===== src/rtl/bsa_pkg.sv =====
// Shared definitions for the bit-serial adder controller: FSM state encodings
// and the counter-width helper.
package bsa_pkg;

  typedef logic [1:0] state_t;

  localparam state_t IDLE  = 2'd0;
  localparam state_t SHIFT = 2'd1;
  localparam state_t DONE  = 2'd2;

  // Width of a counter that must hold 0..wl inclusive.
  function automatic int cnt_w(input int wl);
    return $clog2(wl + 1);
  endfunction

endpackage


===== src/rtl/bsa_if.sv =====
// Operand/result handshake bundle between a parallel requester (master) and
// the bit-serial add controller (slave).
interface bsa_if #(
  parameter int WL = 4
);

  logic          in_valid;
  logic          in_ready;
  logic [WL-1:0] a;
  logic [WL-1:0] b;
  logic          out_valid;
  logic          out_ready;
  logic [WL:0]   sum;

  modport master (
    output in_valid, a, b, out_ready,
    input  in_ready, out_valid, sum
  );

  modport slave (
    input  in_valid, a, b, out_ready,
    output in_ready, out_valid, sum
  );

endinterface


===== src/rtl/bsa_serial_slice.sv =====
// One-bit full adder with its carry flop. The carry is cleared on load so a
// new operand pair always starts with carry-in zero.
module bsa_serial_slice (
  input  logic clk,
  input  logic rst_n,
  input  logic load_clr,
  input  logic en,
  input  logic a_bit,
  input  logic b_bit,
  output logic s
);

  logic carry_q;
  logic carry_d;

  assign s = a_bit ^ b_bit ^ carry_q;

  // Next carry: clear on load, majority of the three inputs while shifting.
  always_comb begin
    carry_d = carry_q;
    if (load_clr) begin
      carry_d = 1'b0;
    end else if (en) begin
      carry_d = (a_bit & b_bit) | (a_bit & carry_q) | (b_bit & carry_q);
    end
  end

  // Carry register.
  // NOTE: sequential state is assigned with <= so every flop samples the
  // pre-edge values of its inputs, regardless of block ordering.
  always_ff @(posedge clk or negedge rst_n) begin
    if (!rst_n) begin
      carry_q <= 1'b0;
    end else begin
      carry_q <= carry_d;
    end
  end

endmodule


===== src/rtl/bsa_controller.sv =====
// Sequencer for a WL-bit bit-serial adder. Accepts an operand pair, shifts it
// LSB-first through a full-adder slice for WL+1 cycles, assembles the serial
// sum into a WL+1 bit result and offers it on a valid/ready output.
module bsa_controller
  import bsa_pkg::*;
#(
  parameter int WL = 4
) (
  input  logic     CLK,
  input  logic     RST,
  input  logic     clr,
  bsa_if.slave     bus,
  output logic     busy,
  output logic     sbit
);

  localparam int CW = cnt_w(WL);

  state_t        state_q, state_d;
  logic [WL-1:0] a_sr_q, a_sr_d;
  logic [WL-1:0] b_sr_q, b_sr_d;
  logic [WL:0]   sum_q, sum_d;
  logic [CW-1:0] count_q, count_d;

  logic load;
  logic shift_en;
  logic s;

  bsa_serial_slice u_slice (
    .clk      (CLK),
    .rst_n    (RST),
    .load_clr (load | clr),
    .en       (shift_en),
    .a_bit    (a_sr_q[0]),
    .b_bit    (b_sr_q[0]),
    .s        (s)
  );

  // FSM and datapath next-state: clr overrides every other transition.
  always_comb begin
    // NOTE: every signal gets a default first so no path leaves it unassigned,
    // which would otherwise infer a latch.
    state_d  = state_q;
    a_sr_d   = a_sr_q;
    b_sr_d   = b_sr_q;
    sum_d    = sum_q;
    count_d  = count_q;
    load     = 1'b0;
    shift_en = 1'b0;

    if (clr) begin
      state_d = IDLE;
      count_d = '0;
    end else begin
      case (state_q)
        IDLE: begin
          if (bus.in_valid) begin
            a_sr_d  = bus.a;
            b_sr_d  = bus.b;
            count_d = '0;
            load    = 1'b1;
            state_d = SHIFT;
          end
        end
        SHIFT: begin
          shift_en = 1'b1;
          // Zero fill means the last shift adds 0+0+carry, so the top sum
          // bit is the final carry and the result cannot overflow.
          a_sr_d   = {1'b0, a_sr_q[WL-1:1]};
          b_sr_d   = {1'b0, b_sr_q[WL-1:1]};
          sum_d    = {s, sum_q[WL:1]};
          if (count_q == CW'(WL)) begin
            state_d = DONE;
          end else begin
            count_d = count_q + 1'b1;
          end
        end
        DONE: begin
          if (bus.out_ready) begin
            state_d = IDLE;
          end
        end
        default: begin
          state_d = IDLE;
        end
      endcase
    end
  end

  // State and datapath registers.
  // NOTE: the operand and result shift registers are reset as well, because
  // sum is directly visible on the port and must read zero out of reset.
  always_ff @(posedge CLK or negedge RST) begin
    if (!RST) begin
      state_q <= IDLE;
      a_sr_q  <= '0;
      b_sr_q  <= '0;
      sum_q   <= '0;
      count_q <= '0;
    end else begin
      state_q <= state_d;
      a_sr_q  <= a_sr_d;
      b_sr_q  <= b_sr_d;
      sum_q   <= sum_d;
      count_q <= count_d;
    end
  end

  assign bus.in_ready  = (state_q == IDLE);
  assign bus.out_valid = (state_q == DONE);
  assign bus.sum       = sum_q;
  assign busy          = (state_q != IDLE);
  assign sbit          = (state_q == SHIFT) ? s : 1'b0;

endmodule


===== src/flat_wrapper.sv =====
// flat-port wrapper written by rule: the top's interface ports become plain ports
module bsa_controller_flat import bsa_pkg::*;
#(
  parameter int WL = 4
)
  (CLK, RST, clr, busy, sbit, bus_in_valid, bus_a, bus_b, bus_out_ready, bus_in_ready, bus_out_valid, bus_sum);
  bsa_if #(.WL(WL)) bus_i ();
  input  logic CLK;
  input  logic RST;
  input  logic clr;
  output logic busy;
  output logic sbit;
  input wire logic [$bits(bus_i.in_valid)-1:0] bus_in_valid;
  input wire logic [$bits(bus_i.a)-1:0] bus_a;
  input wire logic [$bits(bus_i.b)-1:0] bus_b;
  input wire logic [$bits(bus_i.out_ready)-1:0] bus_out_ready;
  output wire logic [$bits(bus_i.in_ready)-1:0] bus_in_ready;
  output wire logic [$bits(bus_i.out_valid)-1:0] bus_out_valid;
  output wire logic [$bits(bus_i.sum)-1:0] bus_sum;
  assign bus_i.in_valid = bus_in_valid;
  assign bus_i.a = bus_a;
  assign bus_i.b = bus_b;
  assign bus_i.out_ready = bus_out_ready;
  assign bus_in_ready = bus_i.in_ready;
  assign bus_out_valid = bus_i.out_valid;
  assign bus_sum = bus_i.sum;
  bsa_controller #(.WL(WL)) u_core (.CLK(CLK), .RST(RST), .clr(clr), .bus(bus_i), .busy(busy), .sbit(sbit));
endmodule

===== config.mk =====
export PLATFORM = sky130hd
export DESIGN_NAME = bsa_controller_flat
export DESIGN_NICKNAME = d
export VERILOG_FILES = /design/src/rtl/bsa_pkg.sv /design/src/rtl/bsa_if.sv /design/src/rtl/bsa_serial_slice.sv /design/src/rtl/bsa_controller.sv /design/src/flat_wrapper.sv
export SDC_FILE = /design/constraint.sdc
export NUM_CORES = 1
export LEC_CHECK = 0
export BUFFER_PORTS_ARGS = -buffer_cell sky130_fd_sc_hd__buf_2
export CAP_MARGIN = 10
export CORE_MARGIN = 2
export CORE_UTILIZATION = 38
export CTS_CLUSTER_SIZE = 12
export DETAILED_ROUTE_END_ITERATION = 10
export GPL_TIMING_DRIVEN = 0
export SETUP_SLACK_MARGIN = 0.3
export SLEW_MARGIN = 20
export SYNTH_ARGS = -nofsm -noshare
export SYNTH_HDL_FRONTEND = slang
export SYNTH_SLANG_ARGS = --single-unit

===== constraint.sdc =====
create_clock -name CLK -period 1.75 [get_ports CLK]
set_input_delay 0.525 -clock CLK [delete_from_list [all_inputs] [get_ports CLK]]
set_output_delay 0.525 -clock CLK [all_outputs]
set_load 0.01 [all_outputs]

==> impl_summary.txt <==
----------------------------------------------------
[Run status]
  Result of the run ... finished, violations left
  Violations in the final reports ... negative setup slack

[STA]
  Final worst-path cycle share ... 112%
  Number of max-slew violations in the final report ... 0
  Worst-case setup margin in the final layout ... -216 ps
  Slew at the pin with the worst max-slew slack ... 450 ps
  Count of endpoints failing hold in the final timing report ... 0
  F_max ... 509 MHz
  Clock period minus final worst setup slack ... 1970 ps
  Setup violators final ... 1
  Slew HR ... 70.0%
  RSZ-0062 raised after global routing ... yes
  Skew final ... around 1.8 ps

[Worst setup path]
  Cell with the biggest individual delay on the critical path ... fa_1
  Class of the most critical setup path ... reg2out
  Endpoint arrival time on the critical path ... 1440 ps
  Critical path, cell by cell ... inv_2, fa_1, nor2_2, buf_2
  Crit end category ... output port
  Largest stage delay, worst path ... roughly 570 ps
  Critical path launch point type ... flip-flop
  CP delay by family, top ... adder cells
  Critical path required time ... between 1000 and 1500 ps
  Buf/Inv on CP ... 2
  Crit-path max FO ... 2

[Synth]
  Yosys warning total ... 0
  Count of mapped cells out of synthesis ... 89
  Top cell type's share of synthesized area ... 51.5%
  Area of the mapped netlist ... between 900 and 1000 um^2
  Top cell type by total area after synthesis ... dfrtp_1
  Post-synth cell types ... 25
  Synthesized flop and latch total ... 19
  Mean post-synth cell area ... 10.4 um^2
  Leading post-synthesis cells by cell area ... dfrtp_1 51%, o21ai_0 10%, mux2i_1 6.5%
  Syn nets ... 105
  Sequential area share after synthesis ... 51.5%

[Final layout]
  Most frequent cells in the layout ... 19 x buf_2, 17 x dfrtp_1, 11 x o21ai_0
  Net count of the finished layout ... 140
  Ant. Diodes ... 0
  Area growth syn-to-layout ... 41.6%
  Multi-input gate area ... 482 um^2
  Number of inserted filler cells in the final layout ... about 220
  Leading cell type in the layout, fill and taps excluded ... buf_2
  Footprint of the flip-flops and latches ... 478 um^2
  Final instance count without filler cells ... ~150
  Share of cells above drive strength 1 ... 51.2%

[Routing]
  Drc violations ... 0
  Detailed-route vias per instance ... 5.17
  Total wirelength of the detailed-routed design ... between 2000 and 2500 um
  Router iterations before antenna repair ... 4
  Met3 WL post-DR ... 83 um
  Post-Route M1 WL ... 968 um
  Routed length on met2 ... 988 um
  Overall via count from detail_route ... a little under 800
  Topmost layer with routed signal wires ... met4
  DR WL/cell ... ~14 um
  Count of nets left with antenna violations after detail routing ... 0
  Drt first-iter violations ... 15

[Pwr]
  Cell Pwr Density ... 871 nW/um^2
  Cell leakage power ... slightly above 0.6 nW
  Maximum vdd ir drop ... 0.655 mV

[Die]
  Ports ... 22
  Starting density of the core ... 41.0%
  Area of the core region ... ~2300 um^2
  Total die area ... roughly 2800 um^2
  Overall die width ... 53.3 um
  Die H ... around 53 um
  Placement Rows ... 17

[Placement]
  Number of input and output port buffers inserted ... 21
  Placed cells ... 138
  Setup slack at placement ... between 60 and 70 ps
  Gpl congestion ... roughly 0.78
  Final HPWL from detailed placement ... roughly 1300 um

[CTS]
  Clock transition time at the flip-flop clock pins of the worst setup and hold paths ... 110 ps
  Number of buffers created by CTS ... 3
  Root buf cell ... clkbuf_4
  Clock latency on the worst-skew pair ... a little under 300 ps
  Maximum buffer depth of the clock tree ... 2
  Clock tree from TritonCTS ... done
  H-tree level count ... 1
  Clock Sink Count ... 19

[Global route]
  Largest net degree at the start of global routing ... 20
  GRT overflow ... 0
  Via count of the first global-routing pass ... 678
  Overall routing resource usage ... between 10% and 20%
  Number of antenna violations at the first check in global routing ... 0
  Global-route wire length before repair ... 3110 um

[Flow run]
  Number of max-cap violations ... 0

[Hold path]
  Type of the worst min-delay path ... in2async

----------------------------------------------------
worst register-to-register path, stage by stage, from the launching register on:
cell      delay, ps
dfrtp_2         460
nand2b_4        150
buf_8           140
or4_4           510
a21oi_2         140
registers in the layout, indices dropped and copies added (netlist names):
name and flops:
u_core.bus.sum 5, u_core.a_sr_q 4, u_core.b_sr_q 4, u_core.count_q 3, u_core.state_q 2, u_core.u_slice.carry_q 1
synth_stat cells:
cell,n
or4_1,1
o21bai_1,1
and3_1,1
mux2_2,4
a21oi_1,3
fa_1,1
buf_2,1
nand2_1,3
o21ai_0,19
buf_6,1
ha_1,2
a211oi_1,1
o21a_1,1
nor2_1,7
nor2b_1,1
dfrtp_1,19
nand2b_1,1
and2b_1,1
inv_1,7
mux2i_1,6
a2bb2oi_1,2
o31ai_1,1
clkbuf_1,3
nand4b_1,1
or2_2,1
power by group:
group	switching, W	internal, W	leakage [nW]
combinational	0.000165	0.000177	0.356
clock	0.000136	0.0000850	0.0177
sequential	0.0000509	0.000524	0.242
total	0.000352	0.000786	0.616
area by class of cell:
type	count	share of cell area, %
Tap cell	28	2.68
Inverter	7	2.01
Multi-Input combinational cell	58	36.8
Sequential cell	19	36.6
Clock buffer	3	1.72
Buffer	5	3.73
Timing Repair Buffer	30	16.1
Clock inverter	1	0.383
timing repair:
action | 4_1_cts | 5_1_grt
buffers inserted | 3 | 5
gates resized for setup | 6 | 41
endpoints found under the setup margin | 18 | 17
gates cloned | 0 | 1
endpoints found under the hold margin | 0 | 0
hold buffers | 0 | 0
pin swaps | 0 | 1
worst paths after layout:
| path | from | endpoint | slack, ps | depth (start not counted) |
|---|---|---|---|---|
| max | u_core.a_sr_q[0] | sbit | -220 | 4 |
| min in group CLK | bus_b[3] | u_core.b_sr_q[3] | 460 | 3 |
| max reg2reg | u_core.state_q[1] | u_core.count_q[0] | 290 | 4 |
| min reg2reg | u_core.bus.sum[0] | u_core.bus.sum[0] | 520 | 1 |
| min | RST | u_core.a_sr_q[3] | 160 | 1 |
| max in group asynchronous | RST | u_core.state_q[1] | 1250 | 1 |
per-stage QoR:
stage | instance area [um^2] | setup TNS, ps | power [W] | utilization [%] | hold WS (ps)
finish | 1310 | -216 | 0.00114 | 58.0 | 159
global placement | 1070 | 0 | 0.000847 | 47.3 | 484
global route | 1310 | -292 | 0.00122 | 58.0 | 158
CTS | 1120 | -239 | 0.00110 | 49.9 | 157
detailed placement | 1070 | 0 | 0.000858 | 47.3 | 492
floorplan | 926 | 0 | 0.000741 | - | 229
metal layers:
layer | vias to the layer above | GRT usage, %
met5 | - | 0
li1 | 374 | -
met3 | 4 | 2.54
met4 | 0 | 7.69
met2 | 20 | 23.5
met1 | 383 | 21.2
kinds of logic (layout without fill, tap and decap cells):
kind of cell	count (synthesis)	in the layout	synth area share, %
simple gates	17	17	9.35
flops	19	19	51.5
fa+ha+maj	3	3	4.88
buf+inv	12	46	5.83
mux	10	10	11.4
compound gates	28	28	17.1
Power figures use the tool's default switching activity.
